### src/rtl/y86_fetch_ctrl.sv
// rtl/y86_fetch_ctrl.sv - Y86-64 fetch requester: issues pc, captures the 10-byte window,
// splits fields, computes valP/stat and presents one instruction at a time to decode.
module y86_fetch_ctrl #(
  parameter logic [63:0] RESET_PC  = 64'd0,
  parameter int          MEM_BYTES = 2048
) (
  input  logic        clk,
  input  logic        rst_n,
  output logic [63:0] pc,
  input  logic        imem_error,
  input  logic [7:0]  byte0,
  input  logic [71:0] byte19,
  output logic        f_valid,
  input  logic        f_ready,
  output logic [3:0]  icode,
  output logic [3:0]  ifun,
  output logic [3:0]  rA,
  output logic [3:0]  rB,
  output logic [63:0] valC,
  output logic [63:0] valP,
  output logic [1:0]  stat,
  input  logic        pc_upd_valid,
  input  logic [63:0] pc_upd,
  output logic        halted
);

  typedef enum logic [2:0] {REQ, CAP, PRESENT, NEXTPC, STOP} state_t;

  localparam logic [1:0]  STAT_AOK = 2'd0;
  localparam logic [1:0]  STAT_HLT = 2'd1;
  localparam logic [1:0]  STAT_ADR = 2'd2;
  localparam logic [1:0]  STAT_INS = 2'd3;
  localparam logic [64:0] LAST_ADDR = 65'(MEM_BYTES - 1);

  state_t state, state_nx;

  logic [3:0]  d_icode, d_ifun, d_ra, d_rb, d_len;
  logic        need_regids, need_valc, legal, adr;
  logic [63:0] d_valc;
  logic [64:0] end_addr;
  logic [1:0]  d_stat;

  always_comb begin
    d_icode     = byte0[7:4];
    d_ifun      = byte0[3:0];
    need_regids = 1'b0;
    need_valc   = 1'b0;
    legal       = 1'b0;
    d_valc      = '0;
    case (d_icode)
      4'h2, 4'h3, 4'h4, 4'h5, 4'h6, 4'hA, 4'hB: need_regids = 1'b1;
      default: need_regids = 1'b0;
    endcase
    case (d_icode)
      4'h3, 4'h4, 4'h5, 4'h7, 4'h8: need_valc = 1'b1;
      default: need_valc = 1'b0;
    endcase
    case (d_icode)
      4'h0, 4'h1, 4'h3, 4'h4, 4'h5, 4'h8, 4'h9, 4'hA, 4'hB: legal = (d_ifun == 4'd0);
      4'h2, 4'h7: legal = (d_ifun <= 4'd6);
      4'h6:       legal = (d_ifun <= 4'd3);
      default:    legal = 1'b0;
    endcase
    d_ra = need_regids ? byte19[71:68] : 4'hF;
    d_rb = need_regids ? byte19[67:64] : 4'hF;
    // valC is little-endian and starts right after the opcode or the register byte
    if (need_valc) begin
      for (int i = 0; i < 8; i++) begin
        d_valc[8*i +: 8] = need_regids ? byte19[63-8*i -: 8] : byte19[71-8*i -: 8];
      end
    end
    d_len    = 4'd1 + {3'b000, need_regids} + (need_valc ? 4'd8 : 4'd0);
    // 65-bit so an instruction straddling 2^64 is still flagged instead of wrapping
    end_addr = {1'b0, pc} + {61'b0, d_len} - 65'd1;
    adr      = imem_error || (end_addr > LAST_ADDR) || ({1'b0, pc} > LAST_ADDR);
    if (adr)                  d_stat = STAT_ADR;
    else if (!legal)          d_stat = STAT_INS;
    else if (d_icode == 4'h0) d_stat = STAT_HLT;
    else                      d_stat = STAT_AOK;
  end

  always_comb begin
    state_nx = state;
    case (state)
      REQ:     state_nx = CAP;
      CAP:     state_nx = PRESENT;
      PRESENT: if (f_ready) state_nx = (stat != STAT_AOK) ? STOP : NEXTPC;
      NEXTPC:  if (pc_upd_valid) state_nx = REQ;
      STOP:    state_nx = STOP;
      default: state_nx = REQ;
    endcase
  end

  always_ff @(posedge clk) begin
    if (!rst_n) begin
      state <= REQ;
      pc    <= RESET_PC;
      icode <= 4'h0;
      ifun  <= 4'h0;
      rA    <= 4'hF;
      rB    <= 4'hF;
      valC  <= '0;
      valP  <= '0;
      stat  <= STAT_AOK;
    end else begin
      state <= state_nx;
      if (state == NEXTPC && pc_upd_valid) pc <= pc_upd;
      if (state == CAP) begin
        icode <= d_icode;
        ifun  <= d_ifun;
        rA    <= d_ra;
        rB    <= d_rb;
        valC  <= d_valc;
        valP  <= pc + {60'b0, d_len};
        stat  <= d_stat;
      end
    end
  end

  assign f_valid = (state == PRESENT);
  assign halted  = (state == STOP);

endmodule

### config.mk
export PLATFORM = sky130hd
export DESIGN_NAME = y86_fetch_ctrl
export DESIGN_NICKNAME = d
export VERILOG_FILES = /design/src/rtl/y86_fetch_ctrl.sv
export SDC_FILE = /design/constraint.sdc
export NUM_CORES = 1
export LEC_CHECK = 0
export ABC_AREA = 1
export CORE_UTILIZATION = 40
export CTS_CLUSTER_DIAMETER = 200
export CTS_CLUSTER_SIZE = 16
export DETAILED_ROUTE_END_ITERATION = 10
export DONT_BUFFER_PORTS = 1
export PLACE_DENSITY_LB_ADDON = 0.12
export REMOVE_ABC_BUFFERS = 1
export SLEW_MARGIN = 20
export SYNTH_ARGS = -nofsm -noshare
export SYNTH_HDL_FRONTEND = slang
export SYNTH_SLANG_ARGS = --single-unit
### constraint.sdc
create_clock -name clk -period 4.4 [get_ports clk]
set_input_delay 0.88 -clock clk [delete_from_list [all_inputs] [get_ports clk]]
set_output_delay 0.88 -clock clk [all_outputs]
set_load 0.005 [all_outputs]
==> results of run 1 <==
==> power breakdown <==
part	internal [W]	switching (W)	leakage, nW	total [W]
sequential	0.00236	0.000508	1.73	0.00287
clock	0.000700	0.000768	0.222	0.00147
combinational	0.00286	0.00676	7.81	0.00962
==> worst max-delay path, delay by kind of cell <==
family                     cells  cell delay [ps]
AOI/OAI and AO/OA              3              760
adders and majority gates      2              660
buffers and inverters          3              220
and+or+nand+nor               15             1870
==> worst paths after layout <==
check | slack, ps | cells after the start | to
worst min-delay path | 490 | 2 | valC[45]
worst min register to register | 490 | 2 | valC[45]
worst max-delay path | 430 | 23 | stat[0]
worst max register to register | 610 | 16 | stat[0]
==> kinds of logic (layout without fill, tap and decap cells) <==
| kind of cell | after synthesis | after routing |
|---|---|---|
| xor gates and xnor gates | 35 | 35 |
| other | 0 | 2 |
| AOI/OAI and AO/OA | 447 | 447 |
| adders and majority gates | 167 | 167 |
| muxes | 64 | 64 |
| buffers and inverters | 572 | 557 |
| and+or+nand+nor | 1325 | 1325 |
| DFF | 213 | 213 |
==> metrics by stage <==
| stage | hold slack (ps) | instances | utilization | worst slack (ps) | instance area (µm²) |
|---|---|---|---|---|---|
| global route | 488 | 3395 | 0.435 | 98.6 | 18800 |
| finish | 487 | 3395 | 0.435 | 431 | 18800 |
| detailed placement | 479 | 3373 | 0.425 | 11.2 | 18400 |
| global placement | 473 | 3373 | 0.425 | 187 | 18400 |
| CTS | 484 | 3393 | 0.435 | 541 | 18800 |
| floorplan | 457 | 2751 | - | -6550 | 17300 |
==> final cells by class <==
class	count	area (µm²)
Antenna cell	2	5.00
Fill cell	4704	24400
Clock inverter	3	22.5
Clock buffer	17	425
Inverter	500	1880
Sequential cell	213	4260
Timing Repair Buffer	37	290
Tap cell	585	732
Multi-Input combinational cell	2038	11200
==> state kept, by name, indices dropped and copies added, names as in the netlist, 3 cells and up <==
name,count
icode,4
rB,4
valC,64
pc,64
state,3
rA,4
valP,64
ifun,4
==> cell usage in the layout, fill, tap and decap left out, types with 5 or more instances in the layout <==
cell type and count:
nand3b_1 8, dfxtp_1 213, nand3_1 126, nor2_4 8, ha_1 165, nor4_1 7, xor2_1 34, nand2_2 6
o21bai_1 51, o21ai_0 136, a21oi_1 200, o211ai_1 15, inv_2 7, nand4_1 47, inv_1 492, mux2_2 64
or2_2 6, o22ai_1 8, nor2_1 221, nand2_1 840, o21a_1 5, clkbuf_16 17, o221ai_1 12, nor3_1 38
buf_4 36
==> routing by layer <==
layer	part of all wire	wire, µm	vias to the layer above
met3	0.074	5380	126
li1	-	-	8911
met2	0.48	34900	677
met5	0.00032	23	-
met1	0.40	29500	8289
met4	0.043	3110	4
==> results.toml, run 1 <==
[yosys]
synth-seq-cells = 213
yosysMostFrequentCell = "nand2_1"
synth-compound-area-share = 0.144
synth.top_cell.area_share = 0.242
synth_top_family_by_area = "simple AND/OR/NAND/NOR gates"
synth_cell_types = 51
synth_fa_ha_area_frac = 0.119
synth_top_cells_by_count = "nand2_1 (842), inv_1 (492), nor2_1 (222), dfxtp_1 (213), a21oi_1 (200)"
synth_edf_count = 0
ys.flop_type = "dfxtp_1"
syn_area_per_cell_um2 = 6.24
synth_area_leaders = "dfxtp_1 (24%), nand2_1 (18%), ha_1 (12%)"
syn_area_um2 = 17600
synth-xor-area-share = 0.0174
synth_cells = 2823
synth-simple-area-share = 0.313
yosysTopAreaCell = "dfxtp_1"
synth_mux_area_frac = 0.0409
synth_seq_area_share = 0.242
yosysWarnings = 0
async_reset_ff_frac = 0

[clocking]
cts_root_buffer = "clkbuf_16"
cts_hold_buf = 0
numCtsBuffers = 17
clk_pin_slew_worst_paths_ps = 80
post_cts_buffers = 0
htree_levels = 1
cts-resized-gates = 0
clk_path_buf_depth = 3
clk_latency_ps = 520
cts_tree = "yes"
cts.sinks = 213

[drt]
dr_total_vias = 18000
drc = 0
antenna_left = 0
firstDrtPassIters = 10
via_per_inst = 5.30
drtIter0Drc = 1308
routedWlPerCell_um = 21.5
wirelength_mm = 73.0

[pwr]
power_leakage_nw = 9.76
vdd_drop_max_v = 0.000327
p_total_w = 0.0140
p_per_area_nw_per_um2 = 742

[placed_design]
dp_hpwl_mm = 60.5
port_buffers = 0
place.gp.congestion = 0.980

[worst_setup_path]
path_cells = "nor2_1, inv_1, a221oi_1, inv_1, ha_1, inv_1, ha_1, nand3_1, nor2_1, nand2_1, nand3_1, nand2_1, nand2_1, nand2_1, nand2_1, nand2_1, a21oi_1, nand2_1, nor2_1, nand3_1, nor2_1, nand4_1, a21oi_1"
critPathLaunchType = "input pin"
cp.arrival_ps = 4400
slowest_stage = "a221oi_1"
crit_fanout = 7
timing.critical_path.from = "byte0[4]"
max_stage_delay_ps = 430
r2r-start = "pc[20]"
cp.required_ps = 4830
endpoint_kind = "register"
worst-setup-path-type = "input pin to register"
cpMostUsedCell = "nand2_1"

[global_route]
antenna_found_initial = 3
grtUsageMet3 = 0.0641
first_global_vias = 16600
grt_pass1_wl_mm = 105
grt_most_used_layer = "met2"
grt_usage = 0.314
grt_max_degree = 145
grt_overflow_total = 0
use_met1 = 0.373
use_met2 = 0.550

[floorplanning]
die_w_um = 212
start_util = 0.407
coreArea_um2 = 43300
die_h_um = 212
num_rows = 76
io-pin-count = 361
fp.dieArea_um2 = 44900

[min_path]
hold_path.class = "register to register"
worstHoldStart = "valC[45]"

[timing]
final.setup_skew_ps = 20.9
slew_viol_final = 0
tightestPinTransition_ps = 1130
slew_headroom = 0.238
finalCritPeriodShare = 0.902
hold_viol = 0
max_freq_ghz = 0.252
rsz0062_at_grt = "no"
fin_setup_tns_ps = 0
finalSetupViolCount = 0
fin_crit_ps = 3970

[cells_and_area]
final_nets = 3123
drive_above_1_share = 0.0591
area_growth_pct = 6.88

[job]
max_cap_violations = 0

[run_status]
outcome = "finished clean"
No activity file was read; power rests on OpenSTA's default activity.
==> run 2: changes to the inputs <==
- GPL_TIMING_DRIVEN: unset -> 0
- SLEW_MARGIN: 20 -> 0
- TNS_END_PERCENT: unset -> 50
==> run 2 against run 1 <==
  * Via count shrank 1.0%
  * Sequential cell count is the same
  * Routed wire length shrank 3.0%
  * Register-to-register slack lost 290 ps
  * Clock skew grew 2.7 ps
  * Critical path type unchanged
  * Non-clock buffer count shrank 24
==> results.toml, run 2 (synthesized netlist as in run 1, its figures left out) <==
[run_status]
outcome = "finished clean"

[pwr]
comb_power_share = 0.685
p_int_w = 0.00598
power_leakage_nw = 9.69
p_per_area_nw_per_um2 = 743
switchingPower_w = 0.00798
p_clk_frac = 0.106
seq_power_share = 0.209
vdd_drop_max_v = 0.000357
switching_share = 0.572

[floorplanning]
io-pin-count = 361
die_w_um = 212
coreArea_um2 = 43300
die_h_um = 212
start_util = 0.407
num_rows = 76
fp.dieArea_um2 = 44900

[drt]
via_per_inst = 5.28
routedWlPerCell_um = 21.0
firstDrtPassIters = 5
drtIter0Drc = 1344
drc = 0
antenna_left = 0
wirelength_mm = 70.8
dr_total_vias = 17800

[global_route]
first_global_vias = 16700
grt_pass1_wl_mm = 101
grt_overflow_total = 0
grt_max_degree = 145
antenna_found_initial = 3
grt_usage = 0.301

[cells_and_area]
stdcell_area_um2 = 18800
area_growth_pct = 6.72
multiInputGateArea_um2 = 11300
final_common_cell = "nand2_1"
reg.largest.list = "pc x64, valC x64, valP x64"
num-fill-cells = 4710
final_cells = 3372
seq_area_um2 = 4260
drive_above_1_share = 0.0546
final_nets = 3101
mostFrequentLayoutCells = "nand2_1 (837), inv_1 (492), nor2_1 (217)"
final_util = 0.434

[worst_setup_path]
critPathLaunchType = "input pin"
crit_fanout = 7
worst-path-stages = 27
slowest_stage = "ha_1"
reg2regPathDepth = 21
r2r-start = "pc[20]"
crit_path_end = "stat[1]"
cp.required_ps = 4810
cp.arrival_ps = 4580
max_stage_delay_ps = 360
r2r-end = "stat[1]"
crit_buf_inv = 3
worst-setup-path-type = "input pin to register"
endpoint_kind = "register"
ff2ff_setup_slack_ps = 320
cpMostUsedCell = "nand2_1"
timing.critical_path.from = "byte0[4]"
critPathTopFamily = "simple AND/OR/NAND/NOR gates"

[placed_design]
place.gp.congestion = 0.992
dp_hpwl_mm = 57.7
placed_area_um2 = 18300
port_buffers = 0
dpl.cell_count = 3347

[timing]
final.setup_skew_ps = 23.6
fin_crit_ps = 4170
finalSetupViolCount = 0
fin_setup_tns_ps = 0
whs_ps = 487
hold_viol = 0
max_freq_ghz = 0.240
tightestPinTransition_ps = 1290
slew_headroom = 0.141
finalCritPeriodShare = 0.947
slew_viol_final = 0

[clocking]
cts_tree = "yes"
clk_latency_ps = 530
cts.sinks = 213
htree_levels = 1
clk_pin_slew_worst_paths_ps = 70
cts_root_buffer = "clkbuf_16"
clk_path_buf_depth = 3
numCtsBuffers = 17
cts_hold_buf = 0

[min_path]
hold_path.class = "register to register"

[job]
max_cap_violations = 0
run 2: changes by cell type in the layout (fill, tap and decap cells not counted), sizes merged:
cell | previous run | this run
clkinv | 2 | 1
buf | 37 | 13
nand2 | 849 | 851
run 2: timing repair:
item                                    CTS  global route
gates cloned                              2             0
setup buffers                             2             0
resized for setup                         5             7
pin swaps                                 1             0
endpoints found under the setup margin    2             2
run 2: worst register-to-register path, cell delays in order, from the launching register on:
cell	delay, ps
dfxtp_1	800
inv_1	340
ha_1	460
inv_1	110
nor2_1	220
nand2_1	150
nor2_1	310
nand2_1	120
inv_1	70
nand2_1	60
nand2_1	160
nand2_1	70
nand2_1	60
nand2_1	60
nor2_2	190
nand2_1	120
nor2_4	160
nand2_1	70
nand2_1	170
nand3_1	110
nor2_1	120
nor2_1	40
run 2: area by class of cell:
class / instances / area share
diodes: 2 / 0.000266
clock buffers: 17 / 0.0226
clock inverters: 2 / 0.00133
inverters: 500 / 0.100
multi-input cells: 2040 / 0.600
flip-flops and latches: 213 / 0.227
well taps: 585 / 0.0389
repair buffers: 13 / 0.00979
run 2: metrics by stage:
| step | setup WS [ps] | total power [W] |
|---|---|---|
| floorplan | -6550 | 0.00942 |
| global placement | -16760 | 0.00967 |
| detailed placement | -1120 | 0.0123 |
| CTS | 83.0 | 0.0138 |
| global route | -13.2 | 0.0153 |
| finish | 233 | 0.0140 |
run 2: how the worst min path moves through the flow:
stage                to  slack [ps]  depth (start not counted)       start
2_1_floorplan   valP[2]         460                          2     valP[2]
3_3_place_gp   valC[59]         470                          2    valC[59]
3_5_place_dp   valC[26]         480                          2    valC[26]
4_1_cts         valP[7]         470                          2       rst_n
5_1_grt           rA[1]         490                          2  byte19[69]
6_report       valC[45]         490                          2    valC[45]
run 2: power groups by stage:
stage,clock (W),sequential [W],combinational (W)
CTS,0.00150,0.00292,0.00939
detailed placement,0,0.00296,0.00933
floorplan,0,0.00270,0.00672
global placement,0,0.00265,0.00702
finish,0.00148,0.00292,0.00957
global route,0.00157,0.00296,0.0108
run 2: routing by layer:
metal / GRT usage / routed length [µm] / up-vias
li1: - / - / 8866
met1: 0.357 / 29100 / 8215
met2: 0.523 / 33300 / 625
met3: 0.0669 / 5490 / 112
met4: 0.120 / 2930 / 0
met5: 0 / 0 / -
==> run 3: changes to the inputs <==
- clock period: 4.4 -> 4.3 ns (I/O delays scaled with it)
==> run 3 against run 2 <==
  * Die area unchanged
  * Global-route usage unchanged
  * Worst hold slack worse by 9.8 ps
  * Largest cell class unchanged
  * Largest power group unchanged
==> results.toml, run 3 (synthesized netlist as in run 1, its figures left out) <==
[run_status]
outcome = "finished clean"

[timing]
rsz0062_at_grt = "no"
slew_headroom = 0.142
slew_viol_final = 0
fin_crit_ps = 4030
tightestPinTransition_ps = 1290
hold_viol = 0
final.setup_skew_ps = 23.4
finalSetupViolCount = 0
finalCritPeriodShare = 0.938
whs_ps = 477
max_freq_ghz = 0.248

[floorplanning]
die_w_um = 212
start_util = 0.407
die_h_um = 212
io-pin-count = 361
fp.dieArea_um2 = 44900
num_rows = 76
coreArea_um2 = 43300

[clocking]
clk_latency_ps = 530
htree_levels = 1
numCtsBuffers = 17
clk_path_buf_depth = 3
cts_tree = "yes"
cts.sinks = 213
clk_pin_slew_worst_paths_ps = 80
cts_root_buffer = "clkbuf_16"

[cells_and_area]
mostFrequentLayoutCells = "nand2_1 (836), inv_1 (491), nor2_1 (216)"
final_nets = 3101
final_util = 0.435
multiInputGateArea_um2 = 11300
area_growth_pct = 6.78
drive_above_1_share = 0.0557
diodes = 0
seq_area_um2 = 4260
final_cells = 3370
final_common_cell = "nand2_1"
num-fill-cells = 4712
stdcell_area_um2 = 18800
reg.largest.list = "pc x64, valC x64, valP x64"

[pwr]
switching_share = 0.571
comb_power_share = 0.685
p_per_area_nw_per_um2 = 759
p_int_w = 0.00612
seq_power_share = 0.209
power_leakage_nw = 9.69
p_clk_frac = 0.106
vdd_drop_max_v = 0.000366
switchingPower_w = 0.00815

[placed_design]
dpl.cell_count = 3347
port_buffers = 0
dp_hpwl_mm = 57.7
place.gp.congestion = 0.992
placed_area_um2 = 18300

[drt]
routedWlPerCell_um = 20.9
drc = 0
drtIter0Drc = 1303
via_per_inst = 5.28
antenna_left = 0
dr_total_vias = 17800
wirelength_mm = 70.6
firstDrtPassIters = 5

[global_route]
grt_pass1_wl_mm = 101
antenna_found_initial = 3
grt_overflow_total = 0
first_global_vias = 16700
grt_usage = 0.301
grt_max_degree = 145

[worst_setup_path]
critPathLaunchType = "input pin"
endpoint_kind = "register"
cp.arrival_ps = 4450
crit_fanout = 7
cp.required_ps = 4710
worst-setup-path-type = "input pin to register"

[job]
max_cap_violations = 0

[min_path]
hold_path.class = "input pin to register"
==> run 3: cell types whose count changed in the layout (fill, tap and decap cells not counted) <==
cell      delta
nor2_2       +1
nand2_1      -1
inv_1        -1
diode_2      -2
nor2_1       -1
a221oi_4     +1
nand2_2      +1
a221oi_2     -1
inv_2        +1
==> run 3: stage by stage <==
step / worst slack, ps / power [W] / setup TNS (ps)
3_5_place_dp: -1200 / 0.0126 / -3810
2_1_floorplan: -6650 / 0.00964 / -693340
5_1_grt: 6.54 / 0.0157 / 0
4_1_cts: 2.96 / 0.0141 / 0
3_3_place_gp: -16860 / 0.00978 / -1843580
6_report: 266 / 0.0143 / 0
==> run 3: final cells by class <==
class	count	share of cell area
inverter	500	0.0999
sequential	213	0.227
clock buffer	17	0.0226
timing repair buffer	13	0.00978
multi-input combinational	2040	0.601
tap	585	0.0389
clock inverter	2	0.00133
==> run 3: what timing repair did <==
item / in CTS / in global routing
hold buffers: 0 / 0
pin swaps: 1 / 1
endpoints found under the setup margin: 2 / 3
gates cloned: 2 / 0
buffers inserted: 2 / 0
endpoints found under the hold margin: 0 / 0
gates resized for setup: 5 / 11
==> run 3: worst paths after layout <==
path	start	to	slack, ps	cells past startpoint
worst max-delay path	byte0[5]	stat[1]	270	24
worst max register to register	pc[20]	stat[1]	310	21
worst min-delay path	byte0[7]	icode[3]	480	2
worst min register to register	valC[45]	valC[45]	490	2
==> run 3: layer usage <==
metal | vias to the layer above | part of all wire | track usage
li1 | 8871 | - | -
met1 | 8196 | 0.41 | 0.357
met2 | 618 | 0.47 | 0.523
met3 | 111 | 0.080 | 0.0669
met4 | 2 | 0.042 | 0.120
met5 | - | 0.00018 | 0
==> run 3: power by group through the flow <==
stage	Combinational [W]	Sequential, W	Clock (W)
after floorplan	0.00688	0.00276	0
after global placement	0.00708	0.00270	0
after detailed placement	0.00955	0.00303	0
after CTS	0.00961	0.00298	0.00154
after global routing	0.0110	0.00303	0.00160
final	0.00978	0.00299	0.00151
==> run 3: worst max-delay path, cell delays in order <==
cell and delay [ps]:
inv_1 130, nor2_1 130, a221oi_4 260, inv_2 120, ha_1 330, inv_1 50
ha_1 380, nand2_1 80, nor2_1 170, nand3_1 140, nand3_1 260, nand2_1 110
nand2_1 170, nand3b_1 190, nand2_1 110, nand2_1 50, nand2_1 60, nand2_1 70
nor2_1 100, nand3_1 80, nor2_2 290, nand3_1 120, nor2_1 120, nor2_1 40
